[src/rtl/vadd_a_b_control_s_axi.sv]
// rtl/vadd_a_b_control_s_axi.sv - AXI4-Lite ap_ctrl_hs register file for the Vadd A/B kernel
// Holds start/status/interrupt control and the scalar00, A and B kernel arguments.
module vadd_a_b_control_s_axi #(
   parameter int C_S_AXI_ADDR_WIDTH = 12,
   parameter int C_S_AXI_DATA_WIDTH = 32
) (
   input  logic                            ap_clk,
   input  logic                            areset,
   input  logic                            s_axi_control_awvalid,
   output logic                            s_axi_control_awready,
   input  logic [C_S_AXI_ADDR_WIDTH-1:0]   s_axi_control_awaddr,
   input  logic                            s_axi_control_wvalid,
   output logic                            s_axi_control_wready,
   input  logic [C_S_AXI_DATA_WIDTH-1:0]   s_axi_control_wdata,
   input  logic [C_S_AXI_DATA_WIDTH/8-1:0] s_axi_control_wstrb,
   output logic                            s_axi_control_bvalid,
   input  logic                            s_axi_control_bready,
   output logic [1:0]                      s_axi_control_bresp,
   input  logic                            s_axi_control_arvalid,
   output logic                            s_axi_control_arready,
   input  logic [C_S_AXI_ADDR_WIDTH-1:0]   s_axi_control_araddr,
   output logic                            s_axi_control_rvalid,
   input  logic                            s_axi_control_rready,
   output logic [C_S_AXI_DATA_WIDTH-1:0]   s_axi_control_rdata,
   output logic [1:0]                      s_axi_control_rresp,
   output logic                            interrupt,
   output logic                            ap_start,
   input  logic                            ap_done,
   input  logic                            ap_idle,
   input  logic                            ap_ready,
   output logic [31:0]                     scalar00,
   output logic [63:0]                     A,
   output logic [63:0]                     B
);

   localparam logic [5:0] ADDR_CTRL   = 6'h00;
   localparam logic [5:0] ADDR_GIE    = 6'h04;
   localparam logic [5:0] ADDR_IER    = 6'h08;
   localparam logic [5:0] ADDR_ISR    = 6'h0C;
   localparam logic [5:0] ADDR_SCALAR = 6'h10;
   localparam logic [5:0] ADDR_A_LO   = 6'h18;
   localparam logic [5:0] ADDR_A_HI   = 6'h1C;
   localparam logic [5:0] ADDR_B_LO   = 6'h24;
   localparam logic [5:0] ADDR_B_HI   = 6'h28;

   typedef enum logic [1:0] {WRRESET, WRIDLE, WRDATA, WRRESP} wstate_t;
   typedef enum logic [1:0] {RDRESET, RDIDLE, RDDATA} rstate_t;

   wstate_t     wstate_q;
   rstate_t     rstate_q;
   logic [5:0]  waddr_q;
   logic        awready_q, wready_q, bvalid_q, arready_q, rvalid_q;
   logic [31:0] rdata_q;

   logic        ap_start_q, ap_start_d;
   logic        auto_restart_q, auto_restart_d;
   logic        done_q, done_d;
   logic        ap_idle_r_q, ap_idle_r_d;
   logic        ap_ready_r_q, ap_ready_r_d;
   logic        gie_q, gie_d;
   logic [1:0]  ier_q, ier_d;
   logic [1:0]  isr_q, isr_d;
   logic        interrupt_q, interrupt_d;
   logic [31:0] scalar00_q, scalar00_d;
   logic [63:0] a_q, a_d;
   logic [63:0] b_q, b_d;

   logic        w_hs, ar_hs;
   logic [5:0]  raddr;
   logic [31:0] wmask, rdata_mux;
   logic        unused_addr_bits;

   assign w_hs  = s_axi_control_wvalid & wready_q;
   assign ar_hs = s_axi_control_arvalid & arready_q;
   assign raddr = s_axi_control_araddr[5:0];
   assign wmask = {{8{s_axi_control_wstrb[3]}}, {8{s_axi_control_wstrb[2]}},
                   {8{s_axi_control_wstrb[1]}}, {8{s_axi_control_wstrb[0]}}};
   assign unused_addr_bits = ^{s_axi_control_awaddr[C_S_AXI_ADDR_WIDTH-1:6],
                               s_axi_control_araddr[C_S_AXI_ADDR_WIDTH-1:6]};

   // Write channel: AW first, then W, then B; one outstanding write.
   always_ff @(posedge ap_clk) begin
      if (areset) begin
         wstate_q  <= WRRESET;
         waddr_q   <= '0;
         awready_q <= 1'b0;
         wready_q  <= 1'b0;
         bvalid_q  <= 1'b0;
      end else begin
         case (wstate_q)
            WRRESET: begin
               wstate_q  <= WRIDLE;
               awready_q <= 1'b1;
            end
            WRIDLE: if (s_axi_control_awvalid) begin
               wstate_q  <= WRDATA;
               waddr_q   <= s_axi_control_awaddr[5:0];
               awready_q <= 1'b0;
               wready_q  <= 1'b1;
            end
            WRDATA: if (s_axi_control_wvalid) begin
               wstate_q <= WRRESP;
               wready_q <= 1'b0;
               bvalid_q <= 1'b1;
            end
            WRRESP: if (s_axi_control_bready) begin
               wstate_q  <= WRIDLE;
               bvalid_q  <= 1'b0;
               awready_q <= 1'b1;
            end
            default: wstate_q <= WRRESET;
         endcase
      end
   end

   always_ff @(posedge ap_clk) begin
      if (areset) begin
         rstate_q  <= RDRESET;
         arready_q <= 1'b0;
         rvalid_q  <= 1'b0;
         rdata_q   <= '0;
      end else begin
         case (rstate_q)
            RDRESET: begin
               rstate_q  <= RDIDLE;
               arready_q <= 1'b1;
            end
            RDIDLE: if (s_axi_control_arvalid) begin
               rstate_q  <= RDDATA;
               arready_q <= 1'b0;
               rvalid_q  <= 1'b1;
               rdata_q   <= rdata_mux;
            end
            RDDATA: if (s_axi_control_rready) begin
               rstate_q  <= RDIDLE;
               rvalid_q  <= 1'b0;
               arready_q <= 1'b1;
            end
            default: rstate_q <= RDRESET;
         endcase
      end
   end

   always_comb begin
      rdata_mux = '0;
      case (raddr)
         ADDR_CTRL:   rdata_mux = {24'd0, auto_restart_q, 3'd0, ap_ready_r_q, ap_idle_r_q, done_q, ap_start_q};
         ADDR_GIE:    rdata_mux = {31'd0, gie_q};
         ADDR_IER:    rdata_mux = {30'd0, ier_q};
         ADDR_ISR:    rdata_mux = {30'd0, isr_q};
         ADDR_SCALAR: rdata_mux = scalar00_q;
         ADDR_A_LO:   rdata_mux = a_q[31:0];
         ADDR_A_HI:   rdata_mux = a_q[63:32];
         ADDR_B_LO:   rdata_mux = b_q[31:0];
         ADDR_B_HI:   rdata_mux = b_q[63:32];
         default:     rdata_mux = '0;
      endcase
   end

   always_comb begin
      ap_start_d     = ap_start_q;
      auto_restart_d = auto_restart_q;
      done_d         = done_q;
      gie_d          = gie_q;
      ier_d          = ier_q;
      isr_d          = isr_q;
      scalar00_d     = scalar00_q;
      a_d            = a_q;
      b_d            = b_q;
      ap_idle_r_d    = ap_idle;
      ap_ready_r_d   = ap_ready;
      interrupt_d    = gie_q & (isr_q[0] | isr_q[1]);

      // Kernel-side clear comes first so a same-cycle start write overrides it.
      if (ap_ready && !auto_restart_q)
         ap_start_d = 1'b0;

      if (w_hs) begin
         case (waddr_q)
            ADDR_CTRL: if (s_axi_control_wstrb[0]) begin
               if (s_axi_control_wdata[0])
                  ap_start_d = 1'b1;
               auto_restart_d = s_axi_control_wdata[7];
            end
            ADDR_GIE:    if (s_axi_control_wstrb[0]) gie_d = s_axi_control_wdata[0];
            ADDR_IER:    if (s_axi_control_wstrb[0]) ier_d = s_axi_control_wdata[1:0];
            ADDR_ISR:    if (s_axi_control_wstrb[0]) isr_d = isr_q ^ s_axi_control_wdata[1:0];
            ADDR_SCALAR: scalar00_d  = (scalar00_q & ~wmask) | (s_axi_control_wdata & wmask);
            ADDR_A_LO:   a_d[31:0]   = (a_q[31:0] & ~wmask) | (s_axi_control_wdata & wmask);
            ADDR_A_HI:   a_d[63:32]  = (a_q[63:32] & ~wmask) | (s_axi_control_wdata & wmask);
            ADDR_B_LO:   b_d[31:0]   = (b_q[31:0] & ~wmask) | (s_axi_control_wdata & wmask);
            ADDR_B_HI:   b_d[63:32]  = (b_q[63:32] & ~wmask) | (s_axi_control_wdata & wmask);
            default: ;
         endcase
      end

      if (ar_hs && raddr == ADDR_CTRL)
         done_d = 1'b0;
      if (ap_done)
         done_d = 1'b1;

      if (ap_done && ier_q[0])
         isr_d[0] = 1'b1;
      if (ap_ready && ier_q[1])
         isr_d[1] = 1'b1;
   end

   always_ff @(posedge ap_clk) begin
      if (areset) begin
         ap_start_q     <= 1'b0;
         auto_restart_q <= 1'b0;
         done_q         <= 1'b0;
         ap_idle_r_q    <= 1'b0;
         ap_ready_r_q   <= 1'b0;
         gie_q          <= 1'b0;
         ier_q          <= '0;
         isr_q          <= '0;
         interrupt_q    <= 1'b0;
         scalar00_q     <= '0;
         a_q            <= '0;
         b_q            <= '0;
      end else begin
         ap_start_q     <= ap_start_d;
         auto_restart_q <= auto_restart_d;
         done_q         <= done_d;
         ap_idle_r_q    <= ap_idle_r_d;
         ap_ready_r_q   <= ap_ready_r_d;
         gie_q          <= gie_d;
         ier_q          <= ier_d;
         isr_q          <= isr_d;
         interrupt_q    <= interrupt_d;
         scalar00_q     <= scalar00_d;
         a_q            <= a_d;
         b_q            <= b_d;
      end
   end

   assign s_axi_control_awready = awready_q;
   assign s_axi_control_wready  = wready_q;
   assign s_axi_control_bvalid  = bvalid_q;
   assign s_axi_control_bresp   = 2'b00;
   assign s_axi_control_arready = arready_q;
   assign s_axi_control_rvalid  = rvalid_q;
   assign s_axi_control_rdata   = rdata_q;
   assign s_axi_control_rresp   = 2'b00;
   assign interrupt             = interrupt_q;
   assign ap_start              = ap_start_q;
   assign scalar00              = scalar00_q;
   assign A                     = a_q;
   assign B                     = b_q;

endmodule

[config.mk]
export PLATFORM = sky130hd
export DESIGN_NAME = vadd_a_b_control_s_axi
export DESIGN_NICKNAME = d
export VERILOG_FILES = /design/src/rtl/vadd_a_b_control_s_axi.sv
export SDC_FILE = /design/constraint.sdc
export NUM_CORES = 1
export LEC_CHECK = 0
export CAP_MARGIN = 20
export CORE_UTILIZATION = 43
export DETAILED_ROUTE_END_ITERATION = 8
export PLACE_DENSITY = 0.76
export SKIP_LAST_GASP = 1
export SLEW_MARGIN = 20
export SYNTH_ARGS = -nofsm -noshare
export SYNTH_HDL_FRONTEND = slang
export SYNTH_SLANG_ARGS = --single-unit
[constraint.sdc]
create_clock -name ap_clk -period 1.69 [get_ports ap_clk]
set_clock_uncertainty 0.1 [all_clocks]
set_input_delay 0.2535 -clock ap_clk [delete_from_list [all_inputs] [get_ports ap_clk]]
set_output_delay 0.2535 -clock ap_clk [all_outputs]
set_load 0.005 [all_outputs]
==> metrics.md <==
| Metric | Value |
|---|---|
| Worst Hold Class | `in -> reg` |
| Max Cap Violations | `0` |
| FP Rows | `54` |
| Drt first pass iters | `5` |
| Gr ovfl total | `0` |
| Ys Warns | `0` |
| Post-synth top area share | `45.7%` |
| Die Y-Extent | `151 um` |
| Met1 Usage GRT | `36.7%` |
| DR iter-0 viols | `773` |
| Mux contribution to synthesized area | `10.4%` |
| Leakage power figure | `0.00728 uW` |
| Peak Freq | `0.571 GHz` |
| Fin crit share | `104%` |
| Sw power | `2900 uW` |
| Final Hold Vio Count | `0` |
| Crit path DAT | `2.08 ns` |
| Combinational power share | `10.5%` |
| # port buffers | `256` |
| Largest family of logic cells by synthesized area | `simple AND/OR/NAND/NOR gates` |
| Setup violators final | `29` |
| Commonest non-fill, non-tap cell in the layout | `dlygate4sd2_1` |
| Placed cell area | `13300 um^2` |
| Compound-Gate Fraction of Synth Area | `13.0%` |
| Area of the multi-input gates | `5120 um^2` |
| Post-DP HPWL | `22.8 mm` |
| Max Slew Vio Count | `0` |
| Area Overhead vs Synth | `55.8%` |
| Register area | `4570 um^2` |
| GP Congestion | `0.921` |
| Critical path's slowest cell | `nor4bb_4` |
| Most frequent cells in the layout | `dlygate4sd2_1 (192), nand2_1 (176), dfxtp_2 (141)` |
| Critical path class | `reg -> reg` |
| Worst-path clk slew | `0.06 ns` |
| Setup ws final | `-0.0615 ns` |
| Initial Util | `43.8%` |
| Fillers | `1731` |
| Number of global-route vias before repair | `9381` |
| Violated checks | `setup timing` |
| Synth Register Bits | `218` |
| EDFF count, synth | `0` |
| Syn_area_per_cell | `8.60 um^2` |
| Num CTS Buffers | `24` |
| # IOs | `273` |
| Min Hold Slack | `0.0998 ns` |
| Placeable Area | `21800 um^2` |
| Clock latency on the worst-skew pair | `0.51 ns` |
| Initial antenna violation count | `2` |
| Width of the die | `151 um` |
| H-tree levels | `1` |
| Share of cells above drive strength 1 | `28.9%` |
| Status | `finished, violations left` |
| Clk network pwr share | `45.2%` |
| Pwr Density | `803 nW/um^2` |
| CP Capture Type | `register` |
| Avg WL per Cell | `19.6 um` |
| Total wire length | `34.7 mm` |
| Cell area after layout | `14900 um^2` |
| GRT Util Overall | `28.6%` |
| RSZ-0062 raised after global routing | `yes` |
| Largest net degree at the start of global routing | `90` |
| Clock Sinks | `218` |
| Simple-gate area share of the yosys netlist | `25.7%` |
| # hold bufs at CTS | `0` |
| CP Launch Type | `register` |
| Critical path cell sequence | `nor4bb_4, buf_6, and3_4, buf_4, nand2_1, a21oi_1` |
| Post-route DRC | `0` |
| First-pass GRT wire length | `50.4 mm` |
| CTS Root Cell | `clkbuf_16` |
| Layout Nets | `1547` |
| Synth Cell Area | `9560 um^2` |
| Post-Synthesis Cells | `1112` |
| Met3 Use GR | `4.64%` |
| Sequential area share after synthesis | `45.7%` |
| Switching Fraction | `24.2%` |
| Maximum VDD drop | `0.000699 V` |
| FFs w/ async S/R, synth | `0%` |
| Pre-CTS setup slack | `-0.559 ns` |
| Die area | `22800 um^2` |
| Post-layout minimum cycle time | `1.75 ns` |
| Synth Area in XOR/XNOR | `0.183%` |
| Number of distinct library cells after synthesis | `59` |
| Yosys top cell by area | `dfxtp_1` |
| Internal power | `9060 uW` |
| Bufs on Longest Clock Path | `3` |
| Vias | `10000` |
| Worst-path fanout max | `5` |
| Met2 usage | `48.1%` |
| Crit-path max cell delay | `0.42 ns` |
| CP top delay family | `simple AND/OR/NAND/NOR gates` |
| Ys flop type | `dfxtp_1` |
| Share of power burned in registers | `44.4%` |
| Largest cells by area after synthesis | `dfxtp_1 (46%), mux2i_1 (10%), nand2_1 (7.5%)` |
| CP Buf/Inv Count | `2` |
| Synth Area in Adders | `0.524%` |
| Post-route ant nets | `0` |
| Gr busiest metal | `met2` |
| Vias per cell | `5.67` |
| TritonCTS clock tree | `yes` |
| Data required, critical path | `2.02 ns` |
[synth_stat cells (3+ instances only)]
master and n:
nand4_1 3, nor2_1 100, and3_1 64, buf_2 17
nand2b_1 3, nand3b_1 58, dfxtp_1 218, buf_6 3
buf_4 6, o21ai_0 32, ha_1 4, mux2i_1 98
inv_1 10, clkbuf_1 60, a22oi_1 3, nor4_1 3
nor2b_1 6, nand3_2 11, a31oi_1 3, a2111oi_0 27
nand2_1 191, and3b_1 3, nand3_1 22, a21oi_1 123
[layer usage]
layer  wire (um)  up-vias
met1       14000     4800
met5          14        -
met3        2980       95
met4        1140        2
li1            -     4617
met2       16500      528
[layout make-up]
type,instances,area share (%)
flip-flops and latches,218,30.7
inverters,10,0.252
clock buffers,33,4.81
clock inverters,11,0.756
repair buffers,420,26.8
diodes,1,0.0168
multi-input cells,799,34.4
well taps,280,2.35
[path summary, 6_finish.rpt]
check	start	end	slack (ns)	cells past startpoint
worst max register to register	waddr_q[3]	register	-0.06	6
worst min register to register	s_axi_control_rdata[21]	s_axi_control_rdata[21]	0.35	2
worst max-delay path	waddr_q[3]	register	-0.06	6
worst min-delay path	areset	s_axi_control_rdata[1]	0.1	5
[tightest hold or removal path: cells and delay by family]
| kind | cells | cell delay [ns] |
|---|---|---|
| AND/OR/NAND/NOR | 1 | 0.04 |
| buffers and inverters | 2 | 0.22 |
| AO/OA/AOI/OAI | 2 | 0.14 |
[through the flow]
stage / setup TNS (ns) / total power (uW) / cells / util (%)
finish: -0.562 / 12000 / 1772 / 68.2
floorplan: 0 / 5920 / 1115 / -
detailed placement: -44.79 / 6590 / 1676 / 60.9
global placement: -36.70 / 6570 / 1676 / 60.9
global route: -5.73 / 12300 / 1772 / 68.2
CTS: 0 / 11900 / 1768 / 66.3
[power by group through the flow]
stage / sequential (uW) / clock, uW / combinational (uW)
2_1_floorplan: 5400 / 0 / 520
3_3_place_gp: 5410 / 0 / 1160
6_report: 5310 / 5400 / 1250
5_1_grt: 5320 / 5660 / 1340
4_1_cts: 5300 / 5460 / 1180
3_5_place_dp: 5410 / 0 / 1180
[cells by family after synthesis]
kind of cell | count (synthesis)
AO/OA/AOI/OAI | 209
AND/OR/NAND/NOR | 481
XOR/XNOR | 2
adder cells (fa/ha/maj) | 4
flip-flops | 218
buffers and inverters | 98
other | 1
multiplexers | 99
[timing repair]
action,in CTS,in global routing
setup endpoints to repair,272,156
pin swaps,1,41
resized for setup,349,111
setup buffers,47,3
gates cloned,1,2
Note: power is estimated with default switching activity, not from simulation.
